File: config.mk
export PLATFORM = sky130hd
export DESIGN_NAME = core_obuf_flat
export DESIGN_NICKNAME = d
export VERILOG_FILES = /design/src/rtl/core_obuf_pkg.sv /design/src/rtl/core_obuf_if.sv /design/src/rtl/core_obuf_p2s.sv /design/src/rtl/core_obuf.sv /design/src/flat_wrapper.sv
export SDC_FILE = /design/constraint.sdc
export NUM_CORES = 2
export LEC_CHECK = 0
export BUFFER_PORTS_ARGS = -buffer_cell sky130_fd_sc_hd__buf_4
export CAP_MARGIN = 5
export CORE_ASPECT_RATIO = 1.2
export CORE_MARGIN = 2
export CORE_UTILIZATION = 60
export CTS_BUF_LIST = sky130_fd_sc_hd__clkbuf_4 sky130_fd_sc_hd__clkbuf_8
export DETAILED_ROUTE_END_ITERATION = 12
export GPL_ROUTABILITY_DRIVEN = 0
export PLACE_DENSITY = 0.77
export SETUP_SLACK_MARGIN = 0.02
export SLEW_MARGIN = 15
export SYNTH_ARGS = -nofsm -noshare
export SYNTH_HDL_FRONTEND = slang
export SYNTH_HIERARCHICAL = 1
export SYNTH_SLANG_ARGS = --single-unit
File: constraint.sdc
create_clock -name clk -period 117.7 [get_ports clk]
set_input_delay 5.885 -clock clk [delete_from_list [all_inputs] [get_ports clk]]
set_output_delay 5.885 -clock clk [all_outputs]
set_load 0.02 [all_outputs]
File: src/rtl/core_obuf_pkg.sv
// Shared widths, derived sizes and serializer state encoding for core_obuf.
package core_obuf_pkg;

  // Default configuration of the per-core output buffer
  localparam int DEF_GBUS_DATA   = 64;
  localparam int DEF_OBUF_DATA   = 256;
  localparam int DEF_OBUF_DEPTH  = 16;
  localparam int DEF_ALERT_DEPTH = 3;

  // Derived sizes for the default configuration
  localparam int DEF_REG_NUM   = DEF_OBUF_DATA / DEF_GBUS_DATA;
  localparam int DEF_OBUF_ADDR = $clog2(DEF_OBUF_DEPTH);

  // Beat counter width; kept at least one bit so a single-beat word still works
  function automatic int beat_bits(input int reg_num);
    return (reg_num > 1) ? $clog2(reg_num) : 1;
  endfunction

  localparam int DEF_BEAT_BITS = beat_bits(DEF_REG_NUM);

  // Serializer states
  typedef enum logic [1:0] {
    IDLE  = 2'd0,
    FETCH = 2'd1,
    SEND  = 2'd2
  } state_e;

endpackage

File: src/rtl/core_obuf_if.sv
// Global-bus transmit link carried from core_obuf toward the core-to-core fabric.
// Optional macro: CORE_OBUF_LAST_EN adds gbus_wlast.
//
// Handshake: a beat transfers on a rising clk edge where gbus_wvalid and
// gbus_wready are both high. Once gbus_wvalid rises, gbus_wvalid, gbus_wdata
// (and gbus_wlast) stay unchanged until that transfer; only a flush or reset
// may withdraw a pending beat. gbus_wready may be held low for any length.
interface core_obuf_if #(
  parameter int GBUS_DATA = 64
) ();

  logic [GBUS_DATA-1:0] gbus_wdata;
  logic                 gbus_wvalid;
  logic                 gbus_wready;
`ifdef CORE_OBUF_LAST_EN
  logic                 gbus_wlast;
`endif

`ifdef CORE_OBUF_LAST_EN
  modport master (output gbus_wdata, output gbus_wvalid, output gbus_wlast, input gbus_wready);
  modport slave  (input gbus_wdata, input gbus_wvalid, input gbus_wlast, output gbus_wready);
`else
  modport master (output gbus_wdata, output gbus_wvalid, input gbus_wready);
  modport slave  (input gbus_wdata, input gbus_wvalid, output gbus_wready);
`endif

endinterface

File: src/rtl/core_obuf_p2s.sv
// Parallel-to-serial stage: pulls result words from the FIFO and emits them
// LSB slice first as GBUS_DATA-wide beats.
// Optional macro: CORE_OBUF_LAST_EN adds gbus_wlast on the final beat.
module align_p2s_obuf
  import core_obuf_pkg::*;
#(
  parameter int GBUS_DATA = DEF_GBUS_DATA,
  parameter int OBUF_DATA = DEF_OBUF_DATA
) (
  input  logic                 clk,
  input  logic                 rstn,
  input  logic                 flush,
  input  logic                 empty,
  output logic                 ren,
  input  logic [OBUF_DATA-1:0] rdata,
  output logic [GBUS_DATA-1:0] gbus_wdata,
  output logic                 gbus_wvalid,
  input  logic                 gbus_wready,
`ifdef CORE_OBUF_LAST_EN
  output logic                 gbus_wlast,
`endif
  output state_e               state
);

  localparam int REG_NUM   = OBUF_DATA / GBUS_DATA;
  localparam int BEAT_BITS = beat_bits(REG_NUM);
  localparam logic [BEAT_BITS-1:0] LAST_BEAT = BEAT_BITS'(REG_NUM - 1);

  state_e                 state_q, state_d;
  logic [OBUF_DATA-1:0]   shift_q, shift_d;
  logic [BEAT_BITS-1:0]   beat_q,  beat_d;

  // State, shift register and beat counter registers
  always_ff @(posedge clk or negedge rstn) begin
    if (!rstn) begin
      state_q <= IDLE;
      shift_q <= '0;
      beat_q  <= '0;
    end else begin
      state_q <= state_d;
      shift_q <= shift_d;
      beat_q  <= beat_d;
    end
  end

  // Next-state logic: fetch a word, then shift it out one beat per handshake
  always_comb begin
    state_d = state_q;
    shift_d = shift_q;
    beat_d  = beat_q;
    ren     = 1'b0;
    if (flush) begin
      state_d = IDLE;
      shift_d = '0;
      beat_d  = '0;
    end else begin
      case (state_q)
        IDLE: begin
          if (!empty) begin
            ren     = 1'b1;
            state_d = FETCH;
          end
        end
        FETCH: begin
          // rdata holds the word requested in the previous cycle
          shift_d = rdata;
          beat_d  = '0;
          state_d = SEND;
        end
        SEND: begin
          if (gbus_wready) begin
            shift_d = shift_q >> GBUS_DATA;
            beat_d  = beat_q + BEAT_BITS'(1);
            if (beat_q == LAST_BEAT) begin
              beat_d = '0;
              // Chain straight into the next word to keep the bubble to one cycle
              if (!empty) begin
                ren     = 1'b1;
                state_d = FETCH;
              end else begin
                state_d = IDLE;
              end
            end
          end
        end
        default: begin
          state_d = IDLE;
        end
      endcase
    end
  end

  // Bus outputs follow registered state only, so they hold under backpressure
  always_comb begin
    gbus_wvalid = (state_q == SEND);
    gbus_wdata  = gbus_wvalid ? shift_q[GBUS_DATA-1:0] : '0;
`ifdef CORE_OBUF_LAST_EN
    gbus_wlast  = gbus_wvalid && (beat_q == LAST_BEAT);
`endif
    state       = state_q;
  end

endmodule

File: src/rtl/core_obuf.sv
// Per-core output buffer: result-word FIFO feeding a serializer onto the
// global bus. Optional macro: CORE_OBUF_LAST_EN adds gbus_wlast.
module core_obuf
  import core_obuf_pkg::*;
#(
  parameter int GBUS_DATA   = DEF_GBUS_DATA,
  parameter int OBUF_DATA   = DEF_OBUF_DATA,
  parameter int OBUF_DEPTH  = DEF_OBUF_DEPTH,
  parameter int ALERT_DEPTH = DEF_ALERT_DEPTH
) (
  input  logic                          clk,
  input  logic                          rstn,
  input  logic                          obuf_flush,
  input  logic [OBUF_DATA-1:0]          obuf_wdata,
  input  logic                          obuf_wen,
  output logic                          obuf_full,
  output logic                          obuf_almost_full,
  output logic                          obuf_empty,
  output logic [$clog2(OBUF_DEPTH):0]   obuf_count,
  output logic                          obuf_overflow,
  output logic                          obuf_busy,
  output state_e                        obuf_state,
  core_obuf_if.master                   gbus
);

  localparam int OBUF_ADDR = $clog2(OBUF_DEPTH);
  localparam logic [OBUF_ADDR:0] ALERT_LEVEL = (OBUF_ADDR+1)'(OBUF_DEPTH - ALERT_DEPTH);

  // Pointers carry one extra wrap bit to tell full from empty
  logic [OBUF_ADDR:0]   waddr_q, waddr_d;
  logic [OBUF_ADDR:0]   raddr_q, raddr_d;
  logic                 ovf_q,   ovf_d;
  logic [OBUF_DATA-1:0] mem_q [OBUF_DEPTH];
  logic [OBUF_DATA-1:0] rdata_q;
  logic                 wr_accept;
  logic                 ren;
  logic                 full;
  logic                 empty;
  state_e               p2s_state;

  // Pointer and sticky overflow registers
  always_ff @(posedge clk or negedge rstn) begin
    if (!rstn) begin
      waddr_q <= '0;
      raddr_q <= '0;
      ovf_q   <= 1'b0;
    end else begin
      waddr_q <= waddr_d;
      raddr_q <= raddr_d;
      ovf_q   <= ovf_d;
    end
  end

  // Status flags and pointer updates; flush overrides any write or read
  always_comb begin
    empty     = (waddr_q == raddr_q);
    full      = (waddr_q[OBUF_ADDR] != raddr_q[OBUF_ADDR]) &&
                (waddr_q[OBUF_ADDR-1:0] == raddr_q[OBUF_ADDR-1:0]);
    wr_accept = obuf_wen && !full && !obuf_flush;
    waddr_d   = waddr_q + {{OBUF_ADDR{1'b0}}, wr_accept};
    raddr_d   = raddr_q + {{OBUF_ADDR{1'b0}}, ren};
    ovf_d     = ovf_q | (obuf_wen & full);
    if (obuf_flush) begin
      waddr_d = '0;
      raddr_d = '0;
      ovf_d   = 1'b0;
    end
  end

  // Word storage with synchronous read
  always_ff @(posedge clk) begin
    if (wr_accept) begin
      mem_q[waddr_q[OBUF_ADDR-1:0]] <= obuf_wdata;
    end
    if (ren) begin
      rdata_q <= mem_q[raddr_q[OBUF_ADDR-1:0]];
    end
  end

  align_p2s_obuf #(
    .GBUS_DATA (GBUS_DATA),
    .OBUF_DATA (OBUF_DATA)
  ) u_p2s (
    .clk         (clk),
    .rstn        (rstn),
    .flush       (obuf_flush),
    .empty       (empty),
    .ren         (ren),
    .rdata       (rdata_q),
    .gbus_wdata  (gbus.gbus_wdata),
    .gbus_wvalid (gbus.gbus_wvalid),
    .gbus_wready (gbus.gbus_wready),
`ifdef CORE_OBUF_LAST_EN
    .gbus_wlast  (gbus.gbus_wlast),
`endif
    .state       (p2s_state)
  );

  // Externally visible status
  always_comb begin
    obuf_count       = waddr_q - raddr_q;
    obuf_full        = full;
    obuf_empty       = empty;
    obuf_almost_full = (obuf_count >= ALERT_LEVEL);
    obuf_overflow    = ovf_q;
    obuf_busy        = (p2s_state != IDLE);
    obuf_state       = p2s_state;
  end

endmodule
File: src/flat_wrapper.sv
// flat-port wrapper written by rule: the top's interface ports become plain ports
module core_obuf_flat import core_obuf_pkg::*;
#(
  parameter int GBUS_DATA   = DEF_GBUS_DATA,
  parameter int OBUF_DATA   = DEF_OBUF_DATA,
  parameter int OBUF_DEPTH  = DEF_OBUF_DEPTH,
  parameter int ALERT_DEPTH = DEF_ALERT_DEPTH
)
  (clk, rstn, obuf_flush, obuf_wdata, obuf_wen, obuf_full, obuf_almost_full, obuf_empty, obuf_count, obuf_overflow, obuf_busy, obuf_state, gbus_gbus_wdata, gbus_gbus_wvalid, gbus_gbus_wready);
  core_obuf_if #(.GBUS_DATA(GBUS_DATA)) gbus_i ();
  input  logic clk;
  input  logic rstn;
  input  logic obuf_flush;
  input  logic [OBUF_DATA-1:0] obuf_wdata;
  input  logic obuf_wen;
  output logic obuf_full;
  output logic obuf_almost_full;
  output logic obuf_empty;
  output logic [$clog2(OBUF_DEPTH):0] obuf_count;
  output logic obuf_overflow;
  output logic obuf_busy;
  output state_e obuf_state;
  output wire logic [$bits(gbus_i.gbus_wdata)-1:0] gbus_gbus_wdata;
  output wire logic [$bits(gbus_i.gbus_wvalid)-1:0] gbus_gbus_wvalid;
  input wire logic [$bits(gbus_i.gbus_wready)-1:0] gbus_gbus_wready;
  assign gbus_gbus_wdata = gbus_i.gbus_wdata;
  assign gbus_gbus_wvalid = gbus_i.gbus_wvalid;
  assign gbus_i.gbus_wready = gbus_gbus_wready;
  core_obuf #(.GBUS_DATA(GBUS_DATA), .OBUF_DATA(OBUF_DATA), .OBUF_DEPTH(OBUF_DEPTH), .ALERT_DEPTH(ALERT_DEPTH)) u_core (.clk(clk), .rstn(rstn), .obuf_flush(obuf_flush), .obuf_wdata(obuf_wdata), .obuf_wen(obuf_wen), .obuf_full(obuf_full), .obuf_almost_full(obuf_almost_full), .obuf_empty(obuf_empty), .obuf_count(obuf_count), .obuf_overflow(obuf_overflow), .obuf_busy(obuf_busy), .obuf_state(obuf_state), .gbus(gbus_i));
endmodule
### Word-level counts from Yosys, hierarchy flattened

Memory sizes are Yosys's and may differ from the RTL's. A register that Yosys moved wholly into a read port is not among the register bits.
Cells that the tools add are included.

| cells by class | value |
|---|---|
| add/sub/neg operators | 4 |
| order comparisons | 1 |
| eq/ne operators | 9 |
| muxes and demuxes | 24 |
| bitwise operators | 2 |
| reduce and logical (&&, ||, !) cells | 10 |

Operators with widths:

| operator | number |
|---|---|
| $mux W256 | 2 |
| $pmux W256 S2 | 1 |
| $mux W64 | 1 |
| $mux W2 | 7 |
| $add A5 B1 Y5 | 2 |
| $mux W5 | 2 |
| $mux W1 | 8 |
| $ne A3 B2 Y1 const B | 2 |
| $pmux W2 S3 | 1 |
| $eq A5 B5 Y1 | 1 |
| $ge A5 B4 Y1 const B | 1 |
| $sub A5 B5 Y5 | 1 |
| $eq A2 B2 Y1 const B | 2 |
| $eq A4 B4 Y1 | 1 |
| $pmux W2 S2 | 1 |
| $logic_and A1 B1 Y1 | 3 |
| $ne A3 B3 Y1 const B | 1 |
| $reduce_and A3 Y1 | 1 |
| $reduce_bool A3 Y1 | 1 |
| $add A2 B1 Y2 const B | 1 |
| $eq A2 B1 Y1 const B | 1 |
| $logic_not A1 Y1 | 2 |
| $logic_not A2 Y1 | 1 |
| $pmux W1 S2 | 1 |
| 5 further kinds | 5 |

| storage, ports and cells | value |
|---|---|
| bits in registers | 271 |
| memory bits (writable) | 4,096 |
| output and inout port bits | 77 |
| memories | 1 |

Memory list:

| memory | depth | bits a word | read ports | clocked after memory_dff | wr ports | line | source |
|---|---|---|---|---|---|---|---|
| u_core.mem_q | 16 | 256 | 1 | 1 | 1 | core_obuf.sv:33 | `logic [OBUF_DATA-1:0] mem_q [OBUF_DEPTH];` |

### Longest topological paths before layout

| depth | value |
|---|---|
| depth after elaboration | 8 |
| gate-level depth with buffers | 13 |
| depth with buffers taken out | 11 |

### By module

Netlist, hierarchy kept.

Modules (own cells, without submodules):

| module | instances | cells an instance | area an instance (sq um) | seq. area each (sq um) |
|---|---|---|---|---|
| core_obuf | 1 | 7,103 | 162,249.4 | 130,960.6 |
| align_p2s_obuf | 1 | 977 | 13,355.3 | 6,506.2 |

### Worst setup path after synthesis

Ideal clock, no wire load.

| timing | value |
|---|---|
| kind | input-to-reg |
| start | input obuf_flush |
| end | register u_core.raddr_q[0] |
| arrival time | 50,611 ps |
| required time | 117,581 ps |
| path slack | 66,970 ps |
| stages | 4 |
| path through | clkbuf_1 > a2111oi_0 > ha_1 > nor2b_1 |

| on the way | value |
|---|---|
| word-level cells in the longest chain between the ends | 3 |

Ends and longest elaborated chain:

| element | line | source |
|---|---|---|
| start, declared | flat_wrapper.sv:13 | `input logic obuf_flush;` |
| $mux W1 | core_obuf_p2s.sv:52 | `if (flush) begin` |
| named net u_core.ren | core_obuf.sv:36 | `logic ren;` |
| $add A5 B1 Y5 | core_obuf.sv:61 | `raddr_d = raddr_q + {{OBUF_ADDR{1'b0}}, ren};` |
| $mux W5 | core_obuf.sv:63 | `if (obuf_flush) begin` |
| named net u_core.raddr_d[0] | core_obuf.sv:31 | `logic [OBUF_ADDR:0] raddr_q, raddr_d;` |
| end signal, assigned | core_obuf.sv:49 | `raddr_q <= raddr_d;` |
| end, declared | core_obuf.sv:31 |  |

The timed path passes the listed nets, and every way through them passes these cells.
A chain may end at the register's enable or synchronous reset.

### Worst setup path in the final report

| timing | value |
|---|---|
| start | input obuf_flush |
| end | memory u_core/mem_q[8][106] (netlist name) (enable) |

| on the way | value |
|---|---|
| word-level cells in the longest chain between the ends | 4 |

Ends and longest elaborated chain:

| element | line | source |
|---|---|---|
| $logic_not A1 Y1 | core_obuf.sv:59 | `wr_accept = obuf_wen && !full && !obuf_flush;` |
| $logic_and A1 B1 Y1 | core_obuf.sv:59 |  |
| $mux W1 | core_obuf.sv:72 | `if (wr_accept) begin` |
| $mux W1 (implied by the code) | core_obuf.sv:73 | `mem_q[waddr_q[OBUF_ADDR-1:0]] <= obuf_wdata;` |
| end, declared | core_obuf.sv:33 |  |

No other way between the ends.

==> results.md <==
Run status:
- The flow ran to the end, and the final reports show no timing, DRC or antenna violations.

Run:
- Across the run, the number of max-cap violations was 0.

Timing:
- The worst hold slack is 479.8 ps.
- Setup repair after global routing left no endpoint under its margin.
- The maximum clock rate is 98.04 MHz.
- The worst setup skew after layout is 101.5 ps.
- The total count of max-transition violations in the final report is 0.
- The final hold violation count is 0.
- Of the available clock period, the critical path in the final layout requires 8.666%.
- The normalized max-slew margin is 12.58%.
- The worst path needs 10200 ps of the cycle, external delays included.
- The transition time at the pin with the least slew margin is 1311 ps.
- For the final routed database, the setup TNS stands at 0 ps.
- The count of endpoints failing setup in the final report is 0.

Logic synthesis:
- The number of synthesized flops with an enable pin is 4352.
- Sequential elements use 78.28% of the synthesized area.
- The fraction of synthesis flops using an asynchronous set or reset pin is 5.862%.
- The leading register cell type out of synthesis is sky130_fd_sc_hd__edfxtp_1.
- The flip-flop and latch count after synthesis is 4623.
- A synthesized cell averages 21.73 um2.
- The synthesized netlist occupies a cell area of 0.1756 mm2.
- The synthesized netlist cell count is 8080.
- In this run, distinct cell masters in the synthesized netlist total 46.
- The Yosys step of the flow raised 6 warnings.
- The net count after synthesis is 8351.

Worst setup path:
- Walking the worst path, the cells encountered are buf_4 -> nand2b_1 -> or2_1 -> nor4_2 -> buf_4 -> buf_4 -> buf_4 -> buf_4 -> buf_4.
- STA classifies the critical path startpoint as a primary input.
- The number of cells on the worst reg-to-reg path is 9.
- The sort of element at the end of the critical path is a flip-flop.
- The cell with the biggest individual delay on the critical path is sky130_fd_sc_hd__buf_4.
- The maximum fanout along the worst path is 52.
- The largest single stage delay on the critical path is 880 ps.
- The setup path with the least slack is of type in2reg.
- Data on the critical path is required at its endpoint by 118350 ps.
- The endpoint arrival time on the critical path is 10850 ps.
- Among the stages of the critical path, the cell type that occurs most often is sky130_fd_sc_hd__buf_4.

Clocking:
- After clock tree synthesis, the flow added hold-fix buffers numbering 0.
- In this run the post-CTS setup repair buffer count came out at 0.
- The CTS tree is done.
- CTS saw 4623 sinks.
- Post-CTS repair changed the size of 0 cells.
- At the later pin of the worst-skew pair, clock insertion delay measures 1110 ps.
- The maximum level of the CTS H-tree is 6.
- Counting along the longest clock path gives a buffer depth of 4.
- The clock-pin slew of the registers on the worst-case setup and hold paths is 60 ps.
- Clock tree synthesis selected as its root buffer the cell sky130_fd_sc_hd__clkbuf_8.
- In this run, CTS created clock tree buffers numbering 673.

Floorplanning:
- The width of the die is 497.9 um.
- The die outline area is 0.2970 mm2.
- During I/O placement, the number of pins put on the boundary was 338.
- The core area is 0.2911 mm2.
- The number of standard-cell rows in the floorplan is 217.
- The initial utilization of the core area, before any placement, comes to 60.33%.
- The floorplan step set the die height to 596.6 um.

Power:
- The leakage power figure is 62.80 nW.
- The worst supply voltage drop on vdd is 0.01151 mV.
- Power spread over the standard cell area amounts to 17.56 mW/mm2.

Drt:
- After detailed routing, the number of remaining DRC violations is 0.
- After detailed routing, the average wire length per cell comes to 33.57 um.
- The number of vias in the routed layout is 87927.
- The detailed-route wire length is 441500 um.
- The number of DRC markers after the initial detailed-route iteration is 10749.
- The first-pass detailed-route iteration total is 8.
- Dividing the detail-routed via count by the number of cells gives 6.685.
- The remaining antenna violation count after routing is 0.

Global routing:
- For this run the aggregate overflow at the end of global routing stands at 0.
- The wire length of the first global-routing pass is 631000 um.
- The via count of the first global-routing pass is 89482.
- The maximum number of pins on one net before global-route repair is 192.
- The initial antenna violation count is 67.
- Global routing used 29.66% of the available tracks.

Finish:
- Compared with the post-synthesis result, the final layout area differs by 11.29%.
- Measured on the finished design, the core utilization comes to 67.14%.
- The final layout contains 9026 nets.
- The cell area after layout is 0.1954 mm2.
- The number of inserted filler cells in the final layout is 17631.
- The finished layout holds 13153 standard cells, fillers aside.
- Of the cells placed in the final design, the portion with a size suffix greater than 1 is 27.77%.

Hold path:
- Along the worst hold path, the cell count comes to 1.
- The worst min-delay path class is reg2reg.

Placement:
- After detailed placement, the design holds a cell count of 11911.
- The standard cell area after detailed placement is 0.1822 mm2.
- Summed over all nets, the half-perimeter wirelength after detailed placement is 249800 um.
- Buffers placed on the I/O ports in this run total 337.
final timing paths:
check | from | to | slack [ps]
min in group asynchronous | rstn | u_core/u_p2s/shift_q[39] | 4840
min reg2reg | u_core/u_p2s/shift_q[235] | u_core/u_p2s/shift_q[235] | 480
max in group asynchronous | rstn | u_core/u_p2s/shift_q[169] | 110630
max | obuf_flush | u_core/mem_q[8][106] | 107500
min | u_core/u_p2s/shift_q[235] | u_core/u_p2s/shift_q[235] | 480
max reg2reg | u_core/raddr_q[0] | u_core/rdata_q[119] | 110730
flip-flops by register name, summed over array words and instances, names as in the netlist:
signal,flops
u_core/obuf_overflow,1
u_core/mem_q,4096
u_core/waddr_q,5
u_core/u_p2s/state,2
u_core/u_p2s/shift_q,256
u_core/rdata_q,256
u_core/u_p2s/beat_q,2
u_core/raddr_q,5
worst max-delay path, delay by kind of cell:
family        cells  cell delay, ps
simple gates      3             820
buf+inv           6            3940
placed cells by master (no fill, tap or decap), types with 3 or more instances in the layout:
master / synthesis / layout
sky130_fd_sc_hd__edfxtp_1: 4352 / 4352
sky130_fd_sc_hd__mux4_2: 790 / 790
sky130_fd_sc_hd__clkbuf_8: 0 / 715
sky130_fd_sc_hd__a22oi_1: 627 / 627
sky130_fd_sc_hd__buf_4: 14 / 474
sky130_fd_sc_hd__mux2i_1: 470 / 470
sky130_fd_sc_hd__dfrtp_1: 271 / 267
sky130_fd_sc_hd__nand2_1: 262 / 262
sky130_fd_sc_hd__clkbuf_4: 0 / 194
sky130_fd_sc_hd__a32o_1: 192 / 192
sky130_fd_sc_hd__mux2_4: 158 / 158
sky130_fd_sc_hd__clkinv_1: 1 / 156
sky130_fd_sc_hd__nand3_1: 122 / 122
sky130_fd_sc_hd__clkinv_2: 0 / 83
sky130_fd_sc_hd__and2_1: 69 / 66
sky130_fd_sc_hd__a21o_1: 65 / 65
sky130_fd_sc_hd__and4_1: 65 / 65
sky130_fd_sc_hd__diode_2: 0 / 39
sky130_fd_sc_hd__mux2_2: 34 / 34
sky130_fd_sc_hd__buf_12: 0 / 27
sky130_fd_sc_hd__nor2_4: 0 / 17
sky130_fd_sc_hd__clkinvlp_4: 0 / 16
sky130_fd_sc_hd__inv_6: 0 / 12
sky130_fd_sc_hd__bufinv_16: 0 / 12
sky130_fd_sc_hd__inv_8: 0 / 10
sky130_fd_sc_hd__nor2_1: 28 / 10
sky130_fd_sc_hd__ha_1: 9 / 9
sky130_fd_sc_hd__inv_1: 9 / 8
sky130_fd_sc_hd__nor2b_1: 13 / 7
sky130_fd_sc_hd__xor2_1: 6 / 6
sky130_fd_sc_hd__nor2b_4: 0 / 6
sky130_fd_sc_hd__nand2b_1: 5 / 4
sky130_fd_sc_hd__dfrtp_4: 0 / 4
sky130_fd_sc_hd__a21oi_1: 3 / 3
sky130_fd_sc_hd__and2_4: 0 / 3
sky130_fd_sc_hd__xnor2_1: 3 / 3
sky130_fd_sc_hd__nor4_2: 0 / 3
sky130_fd_sc_hd__nor3_2: 0 / 3
power by group:
group / internal [mW] / total (mW) / leakage, nW / switching [mW]
Combinational: 0.129 / 0.296 / 13.1 / 0.167
Clock: 0.652 / 1.25 / 6.92 / 0.594
Sequential: 1.84 / 1.89 / 42.8 / 0.0465
routing by layer:
| metal | global-route usage (%) | wire, um |
|---|---|---|
| met1 | 37.94 | 152900 |
| met2 | 48.20 | 217800 |
| met3 | 7.765 | 49200 |
| met5 | 0 | 306 |
| met4 | 13.57 | 21200 |
cells in the mapped netlist (69+ instances only):
cell                       count  area share (%)
sky130_fd_sc_hd__edfxtp_1   4352              74
sky130_fd_sc_hd__mux4_2      790              10
sky130_fd_sc_hd__a22oi_1     627             2.7
sky130_fd_sc_hd__mux2i_1     470             2.7
sky130_fd_sc_hd__dfrtp_1     271             3.9
sky130_fd_sc_hd__nand2_1     262            0.56
sky130_fd_sc_hd__buf_2       213            0.61
sky130_fd_sc_hd__clkbuf_1    211            0.45
sky130_fd_sc_hd__a32o_1      192             1.1
sky130_fd_sc_hd__mux2_4      158             1.4
sky130_fd_sc_hd__nand3_1     122            0.35
sky130_fd_sc_hd__and2_1       69            0.25
cell families (layout without fill, tap and decap cells):
logic type               count (synthesis)  count (layout)  synth area share (%)
AO/OA/AOI/OAI                          896             896                 4.104
XOR/XNOR                                 9               9               0.04489
adder cells (fa/ha/maj)                 10              10               0.07553
buffers and inverters                  513            1715                 1.462
flip-flops                            4623            4623                 78.28
multiplexers                          1452            1452                 14.38
other                                    0              39                     0
AND/OR/NAND/NOR                        577             577                 1.652
final cells by class:
cell class	instances	area, um2	area share [%]
clock inverter	293	1767	0.9040
tap	3832	4795	2.453
clock buffer	909	11300	5.781
antenna	39	97.59	0.04994
timing repair buffer	502	4114	2.105
sequential	4623	137500	70.35
multi-input combinational	2944	35830	18.33
inverter	11	48.80	0.02497
stage by stage:
stage | worst slack (ps) | power (mW)
after CTS | 107580 | 3.444
final | 107500 | 3.433
after detailed placement | 106480 | 2.215
after global placement | 106540 | 2.208
after global routing | 107400 | 3.528
after floorplan | 66970 | 2.116
No activity file was read; power rests on OpenSTA's default activity.
